## src/rtl/ps2_pkg.sv

```systemverilog
// Shared types and constants for the PS/2 keyboard receiver and its consumers.
package ps2_pkg;

  typedef enum logic [1:0] {
    IDLE,
    DATA,
    PARITY,
    STOP
  } ps2_state_t;

  localparam int FRAME_DATA_BITS = 8;
  // First byte of a key-release sequence (F0 xx).
  localparam logic [7:0] BREAK_CODE = 8'hF0;

endpackage

```

## src/rtl/ps2_if.sv

```systemverilog
// Keyboard line inputs plus the received-byte buffer and status pulses.
interface ps2_if;
  import ps2_pkg::*;

  logic        kb_clk;
  logic        kb_data;
  logic [15:0] buffer_out;
  logic        error;
  logic        valid;

  // master: keyboard/stimulus side; slave: the receiver
  modport master (output kb_clk, kb_data, input buffer_out, error, valid);
  modport slave  (input kb_clk, kb_data, output buffer_out, error, valid);

endinterface

```

## src/rtl/ps2_sync.sv

```systemverilog
// Multi-flop synchroniser for an asynchronous level; resets to the idle-high level.
module ps2_sync #(
  parameter int STAGES = 2
) (
  input  logic clk,
  input  logic rst_n,
  input  logic d,
  output logic q
);

  logic [STAGES-1:0] stage_reg;
  logic [STAGES-1:0] stage_next;

  generate
    for (genvar gi = 0; gi < STAGES; gi++) begin : g_stage
      if (gi == 0) begin : g_first
        assign stage_next[gi] = d;
      end else begin : g_rest
        assign stage_next[gi] = stage_reg[gi-1];
      end
    end
  endgenerate

  always_ff @(posedge clk) begin
    if (!rst_n) stage_reg <= '1;
    else        stage_reg <= stage_next;
  end

  assign q = stage_reg[STAGES-1];

endmodule

```

## src/rtl/ps2.sv

```systemverilog
// PS/2 keyboard receiver: oversamples kb_clk/kb_data, deserialises 11-bit frames
// and keeps the last two accepted bytes in a 16-bit shift buffer.
module ps2
  import ps2_pkg::*;
#(
  parameter int SYNC_STAGES    = 2,
  parameter int TIMEOUT_CYCLES = 50000
) (
  input  logic clk,
  input  logic rst_n,
  ps2_if.slave bus
);

  localparam int CW = $clog2(FRAME_DATA_BITS);
  localparam int TW = $clog2(TIMEOUT_CYCLES + 1);

  logic kb_clk_s, kb_data_s;
  logic kb_clk_prev_reg;
  logic fall;

  ps2_sync #(.STAGES(SYNC_STAGES)) u_sync_clk (
    .clk(clk), .rst_n(rst_n), .d(bus.kb_clk), .q(kb_clk_s)
  );
  ps2_sync #(.STAGES(SYNC_STAGES)) u_sync_data (
    .clk(clk), .rst_n(rst_n), .d(bus.kb_data), .q(kb_data_s)
  );

  assign fall = kb_clk_prev_reg & ~kb_clk_s;

  ps2_state_t                 state_reg, state_next;
  logic [CW-1:0]              cnt_reg, cnt_next;
  logic [FRAME_DATA_BITS-1:0] shift_reg, shift_next;
  logic                       parity_reg, parity_next;
  logic [TW-1:0]              timeout_reg, timeout_next;
  logic                       commit_reg, commit_next;
  logic                       reject_reg, reject_next;
  logic [15:0]                buffer_reg;
  logic                       valid_reg, error_reg;

  always_comb begin
    state_next   = state_reg;
    cnt_next     = cnt_reg;
    shift_next   = shift_reg;
    parity_next  = parity_reg;
    timeout_next = '0;
    commit_next  = 1'b0;
    reject_next  = 1'b0;

    case (state_reg)
      IDLE: begin
        if (fall && !kb_data_s) begin
          state_next = DATA;
          cnt_next   = '0;
          shift_next = '0;
        end
      end
      DATA: begin
        if (fall) begin
          shift_next[cnt_reg] = kb_data_s;
          cnt_next            = cnt_reg + 1'b1;
          if (cnt_reg == CW'(FRAME_DATA_BITS - 1)) state_next = PARITY;
        end
      end
      PARITY: begin
        if (fall) begin
          parity_next = kb_data_s;
          state_next  = STOP;
        end
      end
      STOP: begin
        if (fall) begin
          // Odd parity: data ones plus parity bit must be odd.
          if (kb_data_s && ((^shift_reg) ^ parity_reg)) commit_next = 1'b1;
          else                                          reject_next = 1'b1;
          state_next = IDLE;
        end
      end
      default: state_next = IDLE;
    endcase

    // Mid-frame watchdog; any falling edge restarts the count.
    if (state_reg != IDLE && !fall) begin
      if (timeout_reg == TW'(TIMEOUT_CYCLES - 1)) begin
        reject_next = 1'b1;
        state_next  = IDLE;
      end else begin
        timeout_next = timeout_reg + 1'b1;
      end
    end
  end

  always_ff @(posedge clk) begin
    if (!rst_n) begin
      kb_clk_prev_reg <= 1'b1;
      state_reg       <= IDLE;
      cnt_reg         <= '0;
      shift_reg       <= '0;
      parity_reg      <= 1'b0;
      timeout_reg     <= '0;
      commit_reg      <= 1'b0;
      reject_reg      <= 1'b0;
      buffer_reg      <= 16'h0000;
      valid_reg       <= 1'b0;
      error_reg       <= 1'b0;
    end else begin
      kb_clk_prev_reg <= kb_clk_s;
      state_reg       <= state_next;
      cnt_reg         <= cnt_next;
      shift_reg       <= shift_next;
      parity_reg      <= parity_next;
      timeout_reg     <= timeout_next;
      commit_reg      <= commit_next;
      reject_reg      <= reject_next;
      valid_reg       <= commit_reg;
      error_reg       <= reject_reg;
      if (commit_reg) buffer_reg <= {buffer_reg[7:0], shift_reg};
    end
  end

  assign bus.buffer_out = buffer_reg;
  assign bus.valid      = valid_reg;
  assign bus.error      = error_reg;

endmodule

```

## src/flat_wrapper.sv

```systemverilog
// flat-port wrapper written by rule: the top's interface ports become plain ports
module ps2_flat import ps2_pkg::*;
#(
  parameter int SYNC_STAGES    = 2,
  parameter int TIMEOUT_CYCLES = 50000
)
  (clk, rst_n, bus_kb_clk, bus_kb_data, bus_buffer_out, bus_error, bus_valid);
  ps2_if bus_i ();
  input  logic clk;
  input  logic rst_n;
  input wire logic [$bits(bus_i.kb_clk)-1:0] bus_kb_clk;
  input wire logic [$bits(bus_i.kb_data)-1:0] bus_kb_data;
  output wire logic [$bits(bus_i.buffer_out)-1:0] bus_buffer_out;
  output wire logic [$bits(bus_i.error)-1:0] bus_error;
  output wire logic [$bits(bus_i.valid)-1:0] bus_valid;
  assign bus_i.kb_clk = bus_kb_clk;
  assign bus_i.kb_data = bus_kb_data;
  assign bus_buffer_out = bus_i.buffer_out;
  assign bus_error = bus_i.error;
  assign bus_valid = bus_i.valid;
  ps2 #(.SYNC_STAGES(SYNC_STAGES), .TIMEOUT_CYCLES(TIMEOUT_CYCLES)) u_core (.clk(clk), .rst_n(rst_n), .bus(bus_i));
endmodule
```

## config.mk

```make
export PLATFORM = sky130hd
export DESIGN_NAME = ps2_flat
export DESIGN_NICKNAME = d
export VERILOG_FILES = /design/src/rtl/ps2_pkg.sv /design/src/rtl/ps2_if.sv /design/src/rtl/ps2_sync.sv /design/src/rtl/ps2.sv /design/src/flat_wrapper.sv
export SDC_FILE = /design/constraint.sdc
export NUM_CORES = 1
export LEC_CHECK = 0
export CAP_MARGIN = 20
export CORE_MARGIN = 2
export CORE_UTILIZATION = 51
export CTS_CLUSTER_SIZE = 10
export DETAILED_ROUTE_END_ITERATION = 10
export HOLD_SLACK_MARGIN = 0.08
export PLACE_DENSITY = 0.75
export SYNTH_ARGS = -nofsm -noshare
export SYNTH_HDL_FRONTEND = slang
export SYNTH_SLANG_ARGS = --single-unit
export TNS_END_PERCENT = 100
```

## constraint.sdc

```tcl
create_clock -name clk -period 1.4 [get_ports clk]
set_input_delay 0.42 -clock clk [delete_from_list [all_inputs] [get_ports clk]]
set_output_delay 0.42 -clock clk [all_outputs]
set_load 0.02 [all_outputs]
```

==> results.txt, run 1 <==
The post-synthesis instance total is 251. The share of final-layout standard cells stronger than drive strength 1 came out at 0.2922. In the routed layout, each cell is associated on average with a via count of 5.275. The net count of the finished layout is 315. The library cell used most frequently in the layout, excluding fill and tap cells, is sky130_fd_sc_hd__dfxtp_1.

By startpoint and endpoint, the worst setup path is classified as flip-flop to flip-flop. Walking the worst path, the cells encountered are xor2_1 > xnor3_1 > a211o_1 > and4_1. The area of placed instances is 2944 um^2. The checks that failed: setup timing. The post-synthesis instance area is 2397 um^2. The number of clock buffers inserted by TritonCTS came out at 5. The run finished, with violations left. TritonCTS built the clock tree. The DRC violation count after routing came out at 0. The number of synthesized flops with an enable pin came out at 0. The remaining number of nets flagged by the antenna check after routing is 0.

Dividing the detail-routed wire length by the instance count gives 12.65 um. The clock net sink count came out at 55. The tightest min-delay check is of the flip-flop to flip-flop type.

The later-pin clock latency in the skew report came out at 0.30 ns. The arrival time at the worst endpoint came out at 1.66 ns. The compound-gate portion of the synthesized area came out at 0.1059. Dividing the synthesized area by the synthesized cell count gives 9.551 um^2. The share of the clock period used by the worst path came out at 1.042.

The max-capacitance violation count came out at 0. The placeable core region is 4444 um^2. In this run the static leakage power is 1.154 nW. The detailed router's first-iteration violation count is 62.

The largest voltage drop on the vdd net is 0.5302 mV. For this run, the number of standard cells in the final layout without fillers is 360. The share of the core filled with cells in the final layout came out at 0.6945. Along the worst path, the maximum fanout reaches 2.

The H-tree depth is 2. The pin count of the biggest net entering global routing came out at 18. The initial utilization of the core area, before any placement, comes to 0.5394. The total die area is 5265 um^2. 22 I/O pins were placed.

The total inserted antenna cells is 0. Of the total synthesized cell area, the portion taken by full adders, half adders and majority gates is 0.01566. The port buffer count is 21. The delay of the slowest critical-path stage came out at 0.44 ns.

STA classifies the critical path endpoint as a flip-flop. The detailed placement HPWL came out at 3.269 mm. The number of global-route vias before repair is 1785.

Setup repair after global routing could not meet its margin everywhere. The longest clock path from root to sink contains 2 buffers. Of the total synthesized cell area, the portion taken by AND, OR, NAND and NOR gates is 0.2349. The residual overflow from global routing is 0. The die height is 72.56 um. The cell with the largest stage delay on the worst path is sky130_fd_sc_hd__xnor3_1. Measured against the total synthesized area, the mux share comes to 0.07516. In this run, synthesis produced a sequential element count of 55. The sequential element share of the synthesized area is 0.4593.

In the global route stage, overall resource usage came out at 0.1827. The commonest register cell after synthesis is sky130_fd_sc_hd__dfxtp_1. After synthesis, the largest family of logic cells by area is simple AND/OR/NAND/NOR gates. The final worst clock skew came out at 0.004125 ns. The number of hold violations in the final report is 0. The count of hold buffers inserted by post-cts repair is 0. The total power of the final layout came out at 0.002494 W.

The post-route minimum period came out at 1.458 ns. The number of slew-limit violations in the final report is 0. The floorplan step set the die width to 72.56 um. The ratio of total power to cell area came out at 807.9 nW/um^2.

The initialized floorplan defines 24 standard-cell rows. The XOR/XNOR share of the synthesized area is 0.07724. The via count of the routed design came out at 1899. The initial antenna violation count was 0. The setup slack after layout came out at -0.05817 ns. Counting tap cells, the placed design contains a total of 351 instances. The number of warnings printed during yosys synthesis is 0.

STA classifies the critical path startpoint as a flip-flop. The data required time of the worst path is 1.60 ns. The weighted congestion reported at the end of routability-driven placement came out at 0.8655.

In the layout the commonest cells are sky130_fd_sc_hd__dfxtp_1, sky130_fd_sc_hd__buf_4, sky130_fd_sc_hd__nor2b_1, sky130_fd_sc_hd__nor2_1, sky130_fd_sc_hd__mux2i_1. The number of failing setup endpoints in the final timing report came out at 2. The highest clock rate is 685.8 MHz. The total routed wirelength came out at 4.553 mm.

The total non-filler cell area in the finished layout came out at 3087 um^2. The area added between synthesis and finish came out at 28.76%. The first global-routing pass estimated 7.603 mm of wire. The first detailed-routing pass ran for 4 iterations.

The number of nets in the synthesized netlist is 258. The proportion of register bits with asynchronous set or reset after synthesis came out at 0. The transition time of the tightest slew-check pin came out at 0.3372 ns. The tree is rooted in a sky130_fd_sc_hd__clkbuf_8. The max-slew headroom at the worst pin is 0.7732.

Synthesis instantiated 42 different standard cells from the library. The clock-pin slew reported for the worst setup and hold paths after clock tree synthesis is 0.09 ns.
## metrics by stage
stage	worst slack, ns	setup TNS, ns	hold WS (ns)
after floorplan	-0.02511	-0.02511	0.3863
after global placement	-0.1049	-3.230	0.3893
after detailed placement	-0.1560	-2.635	0.3921
after CTS	-0.06695	-0.08938	0.4134
after global routing	-0.1222	-1.405	0.4283
final	-0.05817	-0.07567	0.4118
## where the power goes
group          internal (W)  switching, W
logic             0.0000362     0.0000280
registers           0.00157    0.00000446
clock network      0.000389      0.000467
total               0.00199      0.000499
## final cells by class
type | instances | area (um^2)
well taps | 52 | 65.06
clock buffers | 6 | 82.58
repair buffers | 62 | 488.0
inverters | 6 | 22.52
multi-input cells | 178 | 1310
clock inverters | 1 | 5.005
fillers | 382 | 1358
flip-flops and latches | 55 | 1114
## path summary, 6_finish.rpt
path | cells past startpoint | endpoint | from | slack, ns
setup reg to reg | 4 | u_core.reject_reg$_SDFF_PN0_ | u_core.shift_reg[3]$_SDFFE_PN0P_ | -0.06
hold reg to reg | 1 | u_core.u_sync_clk.stage_reg[1]$_SDFF_PN1_ | u_core.u_sync_clk.stage_reg[0]$_SDFF_PN1_ | 0.41
hold / removal | 1 | u_core.u_sync_clk.stage_reg[1]$_SDFF_PN1_ | u_core.u_sync_clk.stage_reg[0]$_SDFF_PN1_ | 0.41
setup / recovery | 4 | u_core.reject_reg$_SDFF_PN0_ | u_core.shift_reg[3]$_SDFFE_PN0P_ | -0.06
## worst max-delay path: cells and delay by family, from the launching register on
family	cells	cell delay [ns]
compound gates	1	0.23
xor+xnor	2	0.61
flops	1	0.34
simple gates	1	0.17
## cells in the mapped netlist (7+ instances only)
cell | n | area [um^2]
sky130_fd_sc_hd__mux2i_1 | 18 | 180.2
sky130_fd_sc_hd__nand2_1 | 13 | 48.80
sky130_fd_sc_hd__nor2b_1 | 23 | 143.9
sky130_fd_sc_hd__nor2_1 | 19 | 71.32
sky130_fd_sc_hd__clkbuf_1 | 7 | 26.28
sky130_fd_sc_hd__a21oi_1 | 10 | 50.05
sky130_fd_sc_hd__dfxtp_1 | 55 | 1101
sky130_fd_sc_hd__nand3_1 | 8 | 40.04
sky130_fd_sc_hd__o21ai_0 | 10 | 50.05
sky130_fd_sc_hd__xnor2_1 | 10 | 87.58
## metal layers
metal	routed length, um	vias to the layer above	GRT usage
li1	-	985	-
met1	2056	882	0.2099
met2	2299	27	0.3283
met3	132	5	0.04167
met4	65	0	0.06790
met5	0	-	0
## cell families (layout without fill, tap and decap cells)
logic type | count (synthesis) | count (layout)
multiplexers | 18 | 18
adder cells (fa/ha/maj) | 3 | 3
AND/OR/NAND/NOR | 99 | 99
XOR/XNOR | 18 | 18
buffers and inverters | 18 | 75
flip-flops | 55 | 55
AO/OA/AOI/OAI | 40 | 40
## what timing repair did
action	4_1_cts	5_1_grt
endpoints found under the setup margin	36	39
pin swaps	6	4
buffers inserted	2	0
resized for setup	45	24
(Power assumes the default switching activity.)
==> run 2: changes to the inputs <==
Settings changed: GPL_TIMING_DRIVEN from default to 0, PLACE_DENSITY 0.75 to 0.76, REMOVE_ABC_BUFFERS from default to 1.
==> run 2 against run 1 <==
  * The run still ends with setup timing left
  * Power is 2.3% higher
  * Clock skew grew 0.0039 ns
  * Routed wire length rose by 1.8%
  * Worst setup slack improved by 0.0099 ns
  * Die area unchanged
  * Critical path depth stayed put
  * Hold slack better by 0.0095 ns
  * Critical endpoint unchanged
==> results.txt, run 2 (same netlist as run 1, synthesis figures left out) <==
The global-route usage over all layers came out at 0.1859. Of the available clock period, the critical path in the final layout requires 1.034. After clock tree synthesis, the flow added hold-fix buffers numbering 0.

The most common cell after layout, fill and taps aside is sky130_fd_sc_hd__dfxtp_1. In this run the static leakage power is 1.054 nW. The ratio of routed vias to standard cells is 5.530. The clock root buffer master is sky130_fd_sc_hd__clkbuf_8. The final net count came out at 288. In this run the worst setup path begins at u_core.shift_reg[0]$_SDFFE_PN0P_. At the pin with the least slew margin, the transition time is 0.5029 ns.

The weighted congestion reported at the end of routability-driven placement is 0.7850. The area added between synthesis and finish came out at 24.63%. The top cell types in the final layout, fill and taps aside, are sky130_fd_sc_hd__dfxtp_1, sky130_fd_sc_hd__nor2b_1, sky130_fd_sc_hd__mux2i_1, sky130_fd_sc_hd__dfxtp_2, sky130_fd_sc_hd__nor2_1. For this block, the via count after detailed routing is 1847. The part of the total power dissipated in combinational logic came out at 0.027. Between clock sinks in the finished design, the worst skew comes to 0.008032 ns. The endpoint of the worst setup timing path is u_core.reject_reg$_SDFF_PN0_. The remaining number of nets flagged by the antenna check after routing came out at 0. The startpoint identified for the worst register-to-register timing path is u_core.shift_reg[0]$_SDFFE_PN0P_. The maximum buffer depth of the clock tree came out at 2. The total negative setup slack came out at -0.07758 ns. The highest clock rate came out at 690.5 MHz. The max-slew headroom at the worst pin came out at 0.6647. Along the worst path, the maximum fanout reaches 3. The setup slack after layout is -0.04829 ns. From left edge to right edge, the die measures 72.56 um. The H-tree generated during clock tree synthesis spans 2 levels.

The setup check on the worst reg-to-reg path leaves a slack of -0.05 ns. The final reports fail on setup timing. The worst hold slack after final layout is 0.4213 ns. In this run the power density over the cells is 853.6 nW/um^2. The switching share of total power came out at 0.1964. The number of slew-limit violations in the final report came to 0. The post-route minimum period is 1.448 ns. The path class of the lowest-slack min-delay path is flip-flop to flip-flop. In this run the critical register-to-register path is captured at u_core.reject_reg$_SDFF_PN0_.

The total routed wirelength is 4.637 mm. The arrival time at the worst endpoint came out at 1.65 ns. The initial cell density of the core came out at 0.5394. The first-pass GRT wire length is 7.741 mm. Entering global routing, the biggest net connects 32 pins. The number of global-route vias before repair came out at 1714. The share of final-layout standard cells stronger than drive strength 1 came out at 0.2837. The flow ran to the end, but the final reports show violations. Clock-pin slew was measured on the worst setup and hold paths at 0.09 ns. The first-pass iteration count of the detailed router is 4. The total inserted antenna cells is 0. Summed over all nets, the switching power comes to 0.0005010 W. In the routed design, unresolved DRC markers number 0. The number of hold violations in the final report came out at 0. In this run the tool buffered the top-level ports with 21 buffer cells. The number of failing setup endpoints in the final timing report came out at 6. The initial antenna violation count came out at 0. The placeable core region came out at 4444 um^2. The relative contribution of sequential cells to total power is 0.614.

The detailed placement HPWL came out at 2.848 mm. The total die area is 5265 um^2. The worst setup path is launched from a flip-flop. Fill cells in the final layout number 374. The number of top-level pins is 22. The worst reg2reg path depth is 4. Global routing finished with a remaining overflow of 0. The clock net in this run drives a total of 55 sinks. At the worst endpoint, the required time is 1.60 ns. The kind of end point of the critical path is a flip-flop. Setup repair after global routing could not meet its margin everywhere. The max-capacitance violation count came out at 0. The largest voltage drop on the vdd net came out at 0.4639 mV. Of the total power, the clock network draws 0.359. In the final routed layout, each cell accounts on average for 13.88 um.

The worst setup path is of the flip-flop to flip-flop kind. The die height is 72.56 um. The initialized floorplan defines 24 standard-cell rows. The CTS tree is built. The later-pin clock latency in the skew report is 0.30 ns. The number of clock buffers inserted by TritonCTS came out at 5.

The total internal power came out at 0.002050 W. The first routing iteration left 104 violations.
==> run 2: worst min path at each step <==
stage,end,from,depth (start not counted),slack [ns]
floorplan,u_core.u_sync_clk.stage_reg[1]$_SDFF_PN1_,u_core.u_sync_clk.stage_reg[0]$_SDFF_PN1_,1,0.39
CTS,u_core.u_sync_data.stage_reg[1]$_SDFF_PN1_,u_core.u_sync_data.stage_reg[0]$_SDFF_PN1_,1,0.42
global placement,u_core.u_sync_data.stage_reg[1]$_SDFF_PN1_,u_core.u_sync_data.stage_reg[0]$_SDFF_PN1_,1,0.39
detailed placement,u_core.u_sync_clk.stage_reg[1]$_SDFF_PN1_,u_core.u_sync_clk.stage_reg[0]$_SDFF_PN1_,1,0.40
finish,u_core.u_sync_data.stage_reg[1]$_SDFF_PN1_,u_core.u_sync_data.stage_reg[0]$_SDFF_PN1_,1,0.42
global route,u_core.u_sync_clk.stage_reg[1]$_SDFF_PN1_,u_core.u_sync_clk.stage_reg[0]$_SDFF_PN1_,1,0.46
==> run 2: metal layers <==
layer,wire [um],up-vias,GRT usage,share of wire
li1,-,931,-,-
met1,2068,889,0.2275,0.45
met2,2417,25,0.3222,0.52
met3,133,2,0.04722,0.029
met4,17,0,0.05350,0.0037
met5,0,-,0,0
==> run 2: stage by stage <==
stage	power, W	worst slack [ns]	std cells	util	area [um^2]
floorplan	0.001635	-0.06977	239	-	2344
global placement	0.001662	-1.190	312	0.5892	2619
detailed placement	0.001670	-0.5757	313	0.5954	2646
CTS	0.002583	-0.06357	329	0.6523	2899
global route	0.002660	-0.1224	334	0.6723	2988
finish	0.002551	-0.04829	334	0.6723	2988
==> run 2: power groups by stage <==
| stage | registers (W) | clock network, W | logic (W) |
|---|---|---|---|
| global route | 0.00157 | 0.00102 | 0.0000745 |
| detailed placement | 0.00161 | 0 | 0.0000595 |
| finish | 0.00157 | 0.000915 | 0.0000686 |
| global placement | 0.00161 | 0 | 0.0000510 |
| CTS | 0.00157 | 0.000949 | 0.0000629 |
| floorplan | 0.00161 | 0 | 0.0000252 |
==> run 2: timing repair <==
action                     CTS  global route
setup buffers                7             5
resized for setup           59            48
cloned                       1             0
pin swaps                   16             7
setup endpoints to repair   59            43
==> run 2: layout make-up <==
cell class	count	area [um^2]	area share
clock buffers	8	100.1	0.03350
repair buffers	34	280.3	0.09380
flip-flops and latches	55	1136	0.3802
well taps	52	65.06	0.02178
multi-input cells	179	1384	0.4631
inverters	6	22.52	0.007538
==> run 2: critical path, stage by stage, from the launching register on <==
cell and delay (ns):
sky130_fd_sc_hd__dfxtp_1 0.33, sky130_fd_sc_hd__xnor3_1 0.50, sky130_fd_sc_hd__nand2_1 0.09, sky130_fd_sc_hd__a211o_1 0.26
sky130_fd_sc_hd__and4_1 0.17
==> run 3: changes to the inputs <==
Settings changed: TNS_END_PERCENT 100 to default.
==> results of run 3 <==
The final DEF is identical to that of run 2; final timing and power are the same.
